==> src/rtl/i2c_master_writer_pkg.sv <==
// Shared definitions for the I2C master blocks: FSM state encoding and the
// number of SCL quarter-periods spent in each bus phase.
package i2c_master_writer_pkg;

  typedef enum logic [2:0] {
    S_IDLE    = 3'd0,
    S_START   = 3'd1,
    S_RESTART = 3'd2,
    S_BIT     = 3'd3,
    S_ACK     = 3'd4,
    S_STOP    = 3'd5,
    S_FREE    = 3'd6,
    S_HOLD    = 3'd7
  } state_t;

  localparam int DATA_W    = 8;
  localparam int START_Q   = 2;
  localparam int RESTART_Q = 2;
  localparam int BIT_Q     = 4;
  localparam int ACK_Q     = 4;
  localparam int STOP_Q    = 3;
  localparam int FREE_Q    = 2;

  // True when quarter index q is the final quarter of phase s.
  function automatic logic is_last_quarter(input state_t s, input logic [1:0] q);
    int n;
    n = 1;
    case (s)
      S_START:   n = START_Q;
      S_RESTART: n = RESTART_Q;
      S_BIT:     n = BIT_Q;
      S_ACK:     n = ACK_Q;
      S_STOP:    n = STOP_Q;
      S_FREE:    n = FREE_Q;
      default:   n = 1;
    endcase
    return (int'(q) == n - 1);
  endfunction

endpackage

==> src/rtl/i2c_quarter_timer.sv <==
// SCL quarter-period divider: restartable counter that ticks on the last
// clk cycle of every CLK_DIV-cycle quarter.
module i2c_quarter_timer #(
  parameter int CLK_DIV = 4
) (
  input  logic clk,
  input  logic reset,
  input  logic restart_i,
  output logic tick_o
);

  localparam logic [15:0] LAST = 16'(CLK_DIV - 1);

  logic [15:0] cnt_q, cnt_d;

  always_comb begin
    if (restart_i || (cnt_q == LAST)) cnt_d = '0;
    else                              cnt_d = cnt_q + 16'd1;
  end

  always_ff @(posedge clk) begin
    if (reset) cnt_q <= '0;
    else       cnt_q <= cnt_d;
  end

  assign tick_o = (cnt_q == LAST);

endmodule

==> src/rtl/i2c_master_writer.sv <==
// Write-only I2C master: turns byte commands into start / data / ACK / stop
// sequences on a driven SCL and open-drain style SDA.
module i2c_master_writer
  import i2c_master_writer_pkg::*;
#(
  parameter int CLK_DIV = 4
) (
  input  logic                clk,
  input  logic                reset,
  output logic                scl,
  output logic                sda_out,
  input  logic                sda_in,
  input  logic                cmd_valid,
  output logic                cmd_ready,
  input  logic                cmd_start,
  input  logic                cmd_stop,
  input  logic [DATA_W-1:0]   cmd_data,
  output logic                done,
  output logic                nack
);

  state_t              state_q, state_d;
  logic [1:0]          qidx_q, qidx_d;
  logic [2:0]          bitcnt_q, bitcnt_d;
  logic [DATA_W-1:0]   shift_q, shift_d;
  logic                stop_q, stop_d;
  logic                ack_q, ack_d;
  logic                nack_q, nack_d;
  logic                done_q, done_d;
  logic                scl_q, scl_d;
  logic                sda_q, sda_d;
  logic                accept, tick, last;

  assign accept = cmd_valid && cmd_ready;
  assign last   = is_last_quarter(state_q, qidx_q);

  i2c_quarter_timer #(.CLK_DIV(CLK_DIV)) u_timer (
    .clk       (clk),
    .reset     (reset),
    .restart_i (accept),
    .tick_o    (tick)
  );

  always_ff @(posedge clk) begin
    if (reset) begin
      state_q  <= S_IDLE;
      qidx_q   <= '0;
      bitcnt_q <= '0;
      stop_q   <= 1'b0;
      ack_q    <= 1'b0;
      nack_q   <= 1'b0;
      done_q   <= 1'b0;
      scl_q    <= 1'b1;
      sda_q    <= 1'b1;
    end else begin
      state_q  <= state_d;
      qidx_q   <= qidx_d;
      bitcnt_q <= bitcnt_d;
      stop_q   <= stop_d;
      ack_q    <= ack_d;
      nack_q   <= nack_d;
      done_q   <= done_d;
      scl_q    <= scl_d;
      sda_q    <= sda_d;
    end
    shift_q <= shift_d;
  end

  always_comb begin
    state_d  = state_q;
    qidx_d   = qidx_q;
    bitcnt_d = bitcnt_q;
    shift_d  = shift_q;
    stop_d   = stop_q;
    ack_d    = ack_q;
    nack_d   = nack_q;
    done_d   = 1'b0;
    case (state_q)
      S_IDLE, S_HOLD: begin
        if (accept) begin
          shift_d  = cmd_data;
          stop_d   = cmd_stop;
          bitcnt_d = '0;
          qidx_d   = '0;
          // A start is mandatory whenever the bus is not already owned.
          if (state_q == S_IDLE) state_d = S_START;
          else                   state_d = cmd_start ? S_RESTART : S_BIT;
        end
      end
      default: begin
        if (tick && (state_q == S_ACK) && (qidx_q == 2'd2)) ack_d = sda_in;
        if (tick) begin
          if (!last) begin
            qidx_d = qidx_q + 2'd1;
          end else begin
            qidx_d = '0;
            case (state_q)
              S_RESTART: state_d = S_START;
              S_START:   state_d = S_BIT;
              S_BIT: begin
                shift_d = {shift_q[DATA_W-2:0], 1'b0};
                if (bitcnt_q == 3'd7) state_d = S_ACK;
                else                  bitcnt_d = bitcnt_q + 3'd1;
              end
              S_ACK: begin
                done_d  = 1'b1;
                nack_d  = ack_q;
                state_d = (ack_q || stop_q) ? S_STOP : S_HOLD;
              end
              S_STOP:  state_d = S_FREE;
              default: state_d = S_IDLE;
            endcase
          end
        end
      end
    endcase
  end

  // Line levels are derived from the upcoming phase so they register on the
  // first cycle of each quarter.
  always_comb begin
    scl_d     = 1'b1;
    sda_d     = 1'b1;
    cmd_ready = (state_q == S_IDLE) || (state_q == S_HOLD);
    case (state_d)
      S_HOLD:    scl_d = 1'b0;
      S_RESTART: scl_d = (qidx_d != 2'd0);
      S_START:   sda_d = 1'b0;
      S_BIT: begin
        scl_d = qidx_d[1];
        sda_d = shift_d[DATA_W-1];
      end
      S_ACK:     scl_d = qidx_d[1];
      S_STOP: begin
        scl_d = (qidx_d != 2'd0);
        sda_d = 1'b0;
      end
      default: begin
        scl_d = 1'b1;
        sda_d = 1'b1;
      end
    endcase
  end

  assign scl     = scl_q;
  assign sda_out = sda_q;
  assign done    = done_q;
  assign nack    = nack_q;

endmodule

==> config.mk <==
export PLATFORM = sky130hd
export DESIGN_NAME = i2c_master_writer
export DESIGN_NICKNAME = d
export VERILOG_FILES = /design/src/rtl/i2c_master_writer_pkg.sv /design/src/rtl/i2c_quarter_timer.sv /design/src/rtl/i2c_master_writer.sv
export SDC_FILE = /design/constraint.sdc
export NUM_CORES = 1
export LEC_CHECK = 0
export CAP_MARGIN = 20
export CORE_UTILIZATION = 40
export DETAILED_ROUTE_END_ITERATION = 12
export PLACE_DENSITY_LB_ADDON = 0.15
export SLEW_MARGIN = 20
export SYNTH_ARGS = -nofsm -noshare
export SYNTH_HDL_FRONTEND = slang
export SYNTH_SLANG_ARGS = --single-unit
export TNS_END_PERCENT = 50
==> constraint.sdc <==
create_clock -name clk -period 4.84 [get_ports clk]
set_clock_uncertainty 0.1 [all_clocks]
set_input_delay 0.968 -clock clk [delete_from_list [all_inputs] [get_ports clk]]
set_output_delay 0.968 -clock clk [all_outputs]
set_load 0.01 [all_outputs]
==> results of run 1 <==
-- metrics by stage --
| stage | power [mW] | std cells |
|---|---|---|
| floorplan | 0.421 | 232 |
| global placement | 0.457 | 315 |
| detailed placement | 0.455 | 315 |
| CTS | 0.768 | 323 |
| global route | 0.795 | 323 |
| finish | 0.759 | 323 |
-- path summary, 6_finish.rpt --
check,startpoint,to,depth (start not counted)
worst max-delay path,state_q[0],scl,13
worst min-delay path,u_timer.cnt_q[0],u_timer.cnt_q[0],1
worst max register to register,state_q[0],scl,13
worst min register to register,u_timer.cnt_q[0],u_timer.cnt_q[0],1
-- layer usage --
| metal | part of all wire | track usage |
|---|---|---|
| met5 | 0 | 0 |
| met4 | 0.021 | 0.0926 |
| met3 | 0.041 | 0.0317 |
| met2 | 0.43 | 0.255 |
| met1 | 0.51 | 0.252 |
-- critical path, stage by stage (launching register included) --
cell and delay (ns):
dfxtp_1 0.42, inv_1 0.12, ha_1 0.36, nor3_1 0.39
a21oi_1 0.09, ha_1 0.21, ha_1 0.30, or3b_1 0.36
a2111oi_2 0.41, nor2_1 0.15, o311ai_2 0.36, nand2_1 0.15
o32ai_1 0.30, a31oi_1 0.06
-- kinds of logic after synthesis --
kind of cell             Yosys count  synth area share
XOR/XNOR                          14            0.0570
adder cells (fa/ha/maj)           10            0.0582
buffers and inverters             16            0.0337
AO/OA/AOI/OAI                     54             0.197
flip-flops                        38             0.386
multiplexers                       4            0.0204
AND/OR/NAND/NOR                   96             0.248
-- cell usage after synthesis, types with 4 or more instances --
master	instances
and3_1	6
a22o_1	6
a21oi_1	9
xnor2_1	5
edfxtp_1	7
nand2_1	10
ha_1	10
nor2_1	31
xor2_1	9
o21ai_0	7
inv_1	9
dfxtp_1	31
nand2b_1	4
nand3_1	13
nand4_1	6
a211oi_1	4
o211ai_1	4
-- where the power goes --
part / internal [mW] / switching [mW] / leakage (nW)
Sequential: 0.334 / 0.00547 / 0.319
Combinational: 0.0464 / 0.0623 / 0.553
Clock: 0.199 / 0.112 / 0.0696
-- registers in the layout, summed over array words and instances, names as in the netlist --
register / count
u_timer.cnt_q: 16
shift_q: 8
bitcnt_q: 3
state_q: 3
qidx_q: 2
ack_q: 1
done: 1
nack: 1
scl: 1
sda_out: 1
stop_q: 1
-- final cells by class --
type                            count  area, µm²
Fill cell                         526       2610
Multi-Input combinational cell    178       1250
Sequential cell                    38        831
Timing Repair Buffer               19        188
Clock buffer                        7        108
Tap cell                           70       87.6
Inverter                           10       37.5
Clock inverter                      1       30.0
==> results.ini, run 1 <==
[critical_path]
ff2ff_setup_slack_ns=0.94
cp_data_arrival_time_ns=3.97
startpoint_type=flip-flop
cp.required_ns=4.91
cp-end-kind=flip-flop
worstSetupPathType=reg2reg
crit_path_max_fanout=6

[cts]
cts_num_sinks=38
cts_buffers=5
htreeDepth=2
clkLatencyLatePin_ns=0.29
cts_tree=yes
ctsResizeCount=0
cts_setup_buffers=0
cts.path.max_buffers=2
hold_buffers=0
clock-root-buffer=clkbuf_8
clkTransAtPathRegs_ns=0.08

[floorplanning]
initial_utilization=0.418
die_w_um=75.3
std_cell_rows=26
ioPinCount=19
die-area_mm2=0.00567
core_mm2=0.00514
fp.dieH_um=75.3

[synthesis]
synth_nets=256
synth_cell_type_count=58
ys_ff_latch=38
synthFlopType=dfxtp_1
ys_async_sr_fraction=0
synth_top_area_cell=dfxtp_1
synth.top_cell.area_share=0.289
synth_seq_area_share=0.386
synthTopCellsByArea=dfxtp_1 (29%), edfxtp_1 (9.8%), ha_1 (5.8%), nor2_1 (5.4%), xor2_1 (3.7%)
syn-cell-area_mm2=0.00215
yosysWarnings=0
syn_avg_cell_area_um2=9.27
synth_edf_count=7
synth_cells=232

[detailed_routing]
drt_wl_total_mm=4.62
drc_errors=0
dr.pass1.iters=4
num_vias=1764
wl_per_cell_um=14.3
antenna_left=0
avgViaCountPerCell=5.46
drt_iter0_drc=112

[final_layout]
antenna_cells=0
area_growth_pct=17.6
drive_gt1_frac=0.0830
final_area_mm2=0.00253
final_cell_mix=nor2_1 (31), dfxtp_1 (31), clkdlybuf4s50_1 (18)
fin_util=0.492
nets=276

[power_and_ir_drop]
leakage_nw=0.941
peakVddDrop_mv=0.152
powerDensity_mw_per_mm2=300

[sta]
fmax_mhz=257
worst_slack_ns=0.943
finalHoldViolCount=0
setup_tns_ns=0
timing.final.crit_share=0.805
relSlewSlack=0.536
tightest_slew_ns=0.693
rsz0062_at_grt=false
drv_slew=0
fin_crit_ns=3.90
setup_viol=0
timing.hold.ws_ns=0.361

[place]
io_buffers=18
postPlaceCellArea_mm2=0.00239
gp_congestion=0.871
dpl.hpwl_mm=3.42
dp_slack_ns=0.957

[global_routing]
grt_first_pass_wirelength_mm=7.44
grt_max_degree=17
grt_overflow_total=0
grt_pass1_vias=1546
grt_usage=0.177
antenna_found_initial=0

[run_status]
status=finished, final reports clean

[min_path]
min_path_type=reg2reg

[job]
drv_cap=0

Power figures use the tool's default switching activity.
==> run 2, diff against run 1 <==
==> constraint.sdc (replaced) <==
create_clock -name clk -period 4.1 [get_ports clk]
set_clock_uncertainty 0.1 [all_clocks]
set_input_delay 0.82 -clock clk [delete_from_list [all_inputs] [get_ports clk]]
set_output_delay 0.82 -clock clk [all_outputs]
set_load 0.01 [all_outputs]
==> run 2 against run 1 <==
Effect of this change:
- cell count rose by 1.5%
- flip-flop and latch count stayed put
- cell area is 0.49% higher
- sequential share of layout area decreased by 0.16 points
- worst hold slack better by 0.0063 ns
- setup slack worse by 0.62 ns
- utilization up 0.24 points
- die area is the same
- register-to-register slack got worse by 0.62 ns
- clock power decreased by 14%
- total power rose by 6.1%
==> results.ini, run 2 (same netlist as run 1, synthesis figures left out) <==
[run_status]
status=finished, final reports clean  ; unchanged

[critical_path]
cp-end-kind=flip-flop  ; unchanged
startpoint_type=flip-flop  ; unchanged
worstSetupPathType=reg2reg  ; unchanged
cp.required_ns=4.17  ; was 4.91 ns
crit_path_max_fanout=6  ; unchanged
cp_data_arrival_time_ns=3.84  ; was 3.97 ns

[detailed_routing]
avgViaCountPerCell=5.39  ; was 5.46
drc_errors=0  ; unchanged
drt_wl_total_mm=4.74  ; was 4.62 mm
dr.pass1.iters=4  ; unchanged
antenna_left=0  ; unchanged
num_vias=1769  ; was 1764
drt_iter0_drc=92  ; was 112
wl_per_cell_um=14.4  ; was 14.3 µm

[global_routing]
grt_usage=0.178  ; was 0.177
antenna_found_initial=0  ; unchanged
grt_overflow_total=0  ; unchanged
grt_max_degree=17  ; unchanged
grt_first_pass_wirelength_mm=7.53  ; was 7.44 mm
grt_pass1_vias=1583  ; was 1546

[floorplanning]
ioPinCount=19  ; unchanged
initial_utilization=0.418  ; unchanged
die_w_um=75.3  ; unchanged
fp.dieH_um=75.3  ; unchanged
core_mm2=0.00514  ; unchanged
std_cell_rows=26  ; unchanged
die-area_mm2=0.00567  ; unchanged

[sta]
drv_slew=0  ; unchanged
tightest_slew_ns=0.625  ; was 0.693 ns
timing.hold.ws_ns=0.367  ; was 0.361 ns
setup_tns_ns=0  ; unchanged
setup_viol=0  ; unchanged
rsz0062_at_grt=false  ; unchanged
finalHoldViolCount=0  ; unchanged
relSlewSlack=0.582  ; was 0.536
fin_crit_ns=3.78  ; was 3.90 ns
fmax_mhz=265  ; was 257 MHz
timing.final.crit_share=0.921  ; was 0.805

[final_layout]
antenna_cells=0  ; unchanged
final_area_mm2=0.00254  ; was 0.00253 mm²
final_cells=328  ; was 323
largestRegisters=u_timer.cnt_q: 16 flops, shift_q: 8 flops  ; unchanged
area_growth_pct=18.2  ; was 17.6%
fin_util=0.494  ; was 0.492
nets=281  ; was 276
top_register=u_timer.cnt_q  ; unchanged
final_cell_mix=nor2_1 (31), dfxtp_1 (31), clkdlybuf4s50_1 (18)  ; unchanged
largest_reg_flops=16  ; unchanged
drive_gt1_frac=0.105  ; was 0.0830

[place]
dpl.hpwl_mm=3.51  ; was 3.42 mm
gp_congestion=0.860  ; was 0.871
io_buffers=18  ; unchanged
place_inst=320  ; was 315
postPlaceCellArea_mm2=0.00243  ; was 0.00239 mm²

[cts]
hold_buffers=0  ; unchanged
ctsResizeCount=0  ; unchanged
clkTransAtPathRegs_ns=0.08  ; about the same
htreeDepth=2  ; unchanged
cts.path.max_buffers=2  ; unchanged
clkLatencyLatePin_ns=0.28  ; was 0.29 ns
cts_tree=yes  ; unchanged
cts_buffers=5  ; unchanged
cts_setup_buffers=0  ; unchanged
clock-root-buffer=clkbuf_8  ; unchanged
cts_num_sinks=38  ; unchanged

[power_and_ir_drop]
powerDensity_mw_per_mm2=317  ; was 300 mW/mm²
peakVddDrop_mv=0.171  ; was 0.152 mV
leakage_nw=0.948  ; was 0.941 nW

[job]
drv_cap=0  ; unchanged

[min_path]
min_path_type=reg2reg  ; unchanged

## run 2: area by class of cell
type,count,area [µm²]
Tap cell,70,87.6
Timing Repair Buffer,24,225
Fill cell,526,2600
Multi-Input combinational cell,178,1260
Clock inverter,2,12.5
Inverter,10,37.5
Sequential cell,38,831
Clock buffer,6,82.6
## run 2: stage by stage
stage	worst slack, ns	power, mW
global route	0.0142	0.840
CTS	0.239	0.807
floorplan	0.653	0.497
global placement	0.379	0.543
finish	0.322	0.806
detailed placement	0.259	0.542
## run 2: worst max-delay path, stage by stage (launching register included)
cell       delay (ns)
dfxtp_1          0.43
inv_1            0.11
ha_1             0.37
o21bai_1         0.32
a21oi_1          0.12
ha_1             0.21
ha_1             0.30
or3b_1           0.40
a2111oi_4        0.31
nor2_1           0.14
o311ai_2         0.35
nand2_1          0.15
o32ai_1          0.30
a31oi_1          0.06
## run 2: path summary, 6_finish.rpt
path                          from                to  slack (ns)  depth (start not counted)
setup / recovery        state_q[0]               scl        0.32                         13
hold / removal    u_timer.cnt_q[0]  u_timer.cnt_q[0]        0.37                          1
setup reg to reg        state_q[0]               scl        0.32                         13
hold reg to reg   u_timer.cnt_q[0]  u_timer.cnt_q[0]        0.37                          1
## run 2: report_power, final
part | switching, mW | internal, mW
logic | 0.0785 | 0.0604
clock network | 0.130 | 0.135
registers | 0.00657 | 0.395
total | 0.216 | 0.590
## run 2: metal layers
layer,vias to the layer above,wire [µm],GRT usage
li1,910,-,-
met5,-,0,0
met4,0,80,0.0617
met3,8,201,0.0397
met1,816,2420,0.259
met2,35,2040,0.258
==> run 3, diff against run 2 <==
--- a/config.mk
+++ b/config.mk
@@ -6,7 +6,7 @@
 export NUM_CORES = 1
 export LEC_CHECK = 0
 export CAP_MARGIN = 20
-export CORE_UTILIZATION = 40
+export CORE_UTILIZATION = 45
 export DETAILED_ROUTE_END_ITERATION = 12
 export PLACE_DENSITY_LB_ADDON = 0.15
 export SLEW_MARGIN = 20
==> constraint.sdc (replaced) <==
create_clock -name clk -period 3.25 [get_ports clk]
set_clock_uncertainty 0.1 [all_clocks]
set_input_delay 0.65 -clock clk [delete_from_list [all_inputs] [get_ports clk]]
set_output_delay 0.65 -clock clk [all_outputs]
set_load 0.01 [all_outputs]
==> run 3 against run 2 <==
Effect of this change:
- register-to-register slack worse by 0.37 ns
- combinational power up 86%
- largest cell class unchanged
- the flow now finishes with violations (DRC, setup timing)
- worst hold slack worse by 0.0048 ns
- first-iteration DRC count up 46%
- setup slack worse by 0.37 ns
- sequential power up 26%
- flip-flop and latch count unchanged
- clock power up 26%
- die area down 11%
- sequential share of layout area down 3.2 points
==> results.ini, run 3 (same netlist as run 1, synthesis figures left out) <==
[sta]
rsz0062_at_grt=true  ; was false
tightest_slew_ns=0.643  ; was 0.625 ns
worst_slack_ns=-0.0464  ; was 0.322 ns
drv_slew=0  ; unchanged
finalHoldViolCount=0  ; unchanged
setup_viol=1  ; was 0
fin_crit_ns=3.30  ; was 3.78 ns
relSlewSlack=0.570  ; was 0.582
timing.final.crit_share=1.01  ; was 0.921
fmax_mhz=303  ; was 265 MHz

[detailed_routing]
dr.pass1.iters=8  ; was 4
wl_per_cell_um=15.6  ; was 14.4 µm
antenna_left=0  ; unchanged
drt_wl_total_mm=5.26  ; was 4.74 mm
drt_iter0_drc=134  ; was 92
drc_errors=3  ; was 0
avgViaCountPerCell=5.89  ; was 5.39
num_vias=1978  ; was 1769

[final_layout]
drive_gt1_frac=0.250  ; was 0.105
final_cell_mix=buf_4 (32), nor2_1 (31), dfxtp_1 (29)  ; was nor2_1 (31), dfxtp_1 (31), clkdlybuf4s50_1 (18)
largestRegisters=u_timer.cnt_q: 16 flops, shift_q: 8 flops  ; unchanged
layout_commonest_cell=buf_4
antenna_cells=0  ; unchanged
nets=307  ; was 281
final_cells=336  ; was 328
top_register=u_timer.cnt_q  ; unchanged
fillers=369  ; was 526
final_area_mm2=0.00283  ; was 0.00254 mm²
fin_util=0.633  ; was 0.494
area_growth_pct=31.6  ; was 18.2%
largest_reg_flops=16  ; unchanged

[critical_path]
ff2ff_setup_slack_ns=-0.05  ; was 0.32 ns
worstSetupPathType=reg2reg  ; unchanged
crit_path_max_fanout=4  ; was 6
startpoint_type=flip-flop  ; unchanged
reg2regPathDepth=14  ; was 13
cp-end-kind=flip-flop  ; unchanged
cp.required_ns=3.32  ; was 4.17 ns
crit_path_end=scl  ; unchanged
rr_startpoint=state_q[1]  ; was state_q[0]
critPathLaunch=state_q[1]  ; was state_q[0]
r2r_end=scl  ; unchanged
cp_data_arrival_time_ns=3.36  ; was 3.84 ns

[power_and_ir_drop]
p_seq_frac=0.461  ; was 0.498
cellInternalPower_uw=806  ; was 590 µW
leakage_nw=1.10  ; was 0.948 nW
p_sw_uw=293  ; was 216 µW
p_comb_frac=0.235  ; was 0.172
powerDensity_mw_per_mm2=388  ; was 317 mW/mm²
peakVddDrop_mv=0.247  ; was 0.171 mV
clkPwrFrac=0.304  ; was 0.330
swShare=0.267  ; was 0.268

[floorplanning]
initial_utilization=0.481  ; was 0.418
core_mm2=0.00447  ; was 0.00514 mm²
ioPinCount=19  ; unchanged
std_cell_rows=24  ; was 26
die-area_mm2=0.00506  ; was 0.00567 mm²
die_w_um=71.1  ; was 75.3 µm
fp.dieH_um=71.1  ; was 75.3 µm

[cts]
clock-root-buffer=clkbuf_8  ; unchanged
clkTransAtPathRegs_ns=0.07  ; was 0.08 ns
htreeDepth=2  ; unchanged
cts.path.max_buffers=2  ; unchanged
cts_num_sinks=38  ; unchanged
cts_buffers=5  ; unchanged
clkLatencyLatePin_ns=0.29  ; was 0.28 ns
cts_tree=yes  ; unchanged

[run_status]
status=finished with violations  ; was finished, final reports clean
violations=DRC, setup timing

[place]
dp_slack_ns=-0.0380  ; was 0.259 ns
postPlaceCellArea_mm2=0.00263  ; was 0.00243 mm²
dpl.hpwl_mm=3.77  ; was 3.51 mm
io_buffers=18  ; unchanged
gp_congestion=0.913  ; was 0.860
place_inst=325  ; was 320

[min_path]
min_path_type=reg2reg  ; unchanged

[global_routing]
grt_usage=0.213  ; was 0.178
grt_overflow_total=0  ; unchanged
grt_pass1_vias=1876  ; was 1583
grt_max_degree=17  ; unchanged
grt_first_pass_wirelength_mm=8.49  ; was 7.53 mm
antenna_found_initial=0  ; unchanged

[job]
drv_cap=0  ; unchanged

==> run 3: worst min path at each step <==
stage                     start                to  slack [ns]  depth (start not counted)
2_1_floorplan  u_timer.cnt_q[0]  u_timer.cnt_q[0]        0.33                          1
3_3_place_gp   u_timer.cnt_q[0]  u_timer.cnt_q[0]        0.34                          1
3_5_place_dp   u_timer.cnt_q[0]  u_timer.cnt_q[0]        0.35                          1
4_1_cts        u_timer.cnt_q[0]  u_timer.cnt_q[0]        0.36                          1
5_1_grt             bitcnt_q[1]       bitcnt_q[1]        0.41                          2
6_report       u_timer.cnt_q[0]  u_timer.cnt_q[0]        0.36                          1
==> run 3: final cells by class <==
cell class | instances | area [µm²] | share of cell area
clock buffer | 6 | 82.6 | 0.0292
clock inverter | 2 | 11.3 | 0.00398
inverter | 10 | 37.5 | 0.0133
multi-input combinational | 178 | 1380 | 0.487
sequential | 38 | 836 | 0.295
tap | 52 | 65.1 | 0.0230
timing repair buffer | 50 | 420 | 0.149
==> run 3: critical path, stage by stage, from the launching register on <==
cell and delay, ns:
dfxtp_2 0.36, inv_2 0.06, ha_4 0.26, o21bai_4 0.15, a21oi_2 0.08, ha_4 0.18, ha_4 0.26, or3b_4 0.39
a2111oi_4 0.35, buf_4 0.19, o2111a_1 0.18, a31o_1 0.19, o21ai_2 0.09, o32ai_2 0.27, a31oi_1 0.07
==> run 3: power groups by stage <==
stage / sequential, mW / combinational [mW] / clock [mW]
finish: 0.507 / 0.258 / 0.334
detailed placement: 0.517 / 0.227 / 0
floorplan: 0.516 / 0.129 / 0
global route: 0.509 / 0.278 / 0.363
CTS: 0.507 / 0.228 / 0.342
global placement: 0.516 / 0.225 / 0
==> run 3: routing by layer <==
metal	share of wire	track usage	wire length, µm	vias up
met2	0.45	0.340	2380	61
met5	0	0	0	-
li1	-	-	-	965
met3	0.064	0.0499	334	14
met1	0.46	0.279	2420	938
met4	0.025	0.0867	129	0
==> run 3: repair_timing <==
| item | in CTS | in global routing |
|---|---|---|
| gates resized for setup | 1 | 19 |
| pin swaps | 0 | 19 |
| hold buffers | 0 | 0 |
| buffers inserted | 0 | 3 |
| endpoints found under the setup margin | 2 | 13 |
==> run 3: per-stage QoR <==
| step | setup TNS (ns) | hold slack (ns) | power (mW) |
|---|---|---|---|
| finish | -0.0464 | 0.362 | 1.10 |
| global route | -0.153 | 0.410 | 1.15 |
| CTS | -0.0142 | 0.364 | 1.08 |
| detailed placement | -0.0706 | 0.347 | 0.744 |
| global placement | -0.00974 | 0.341 | 0.741 |
| floorplan | 0 | 0.326 | 0.644 |
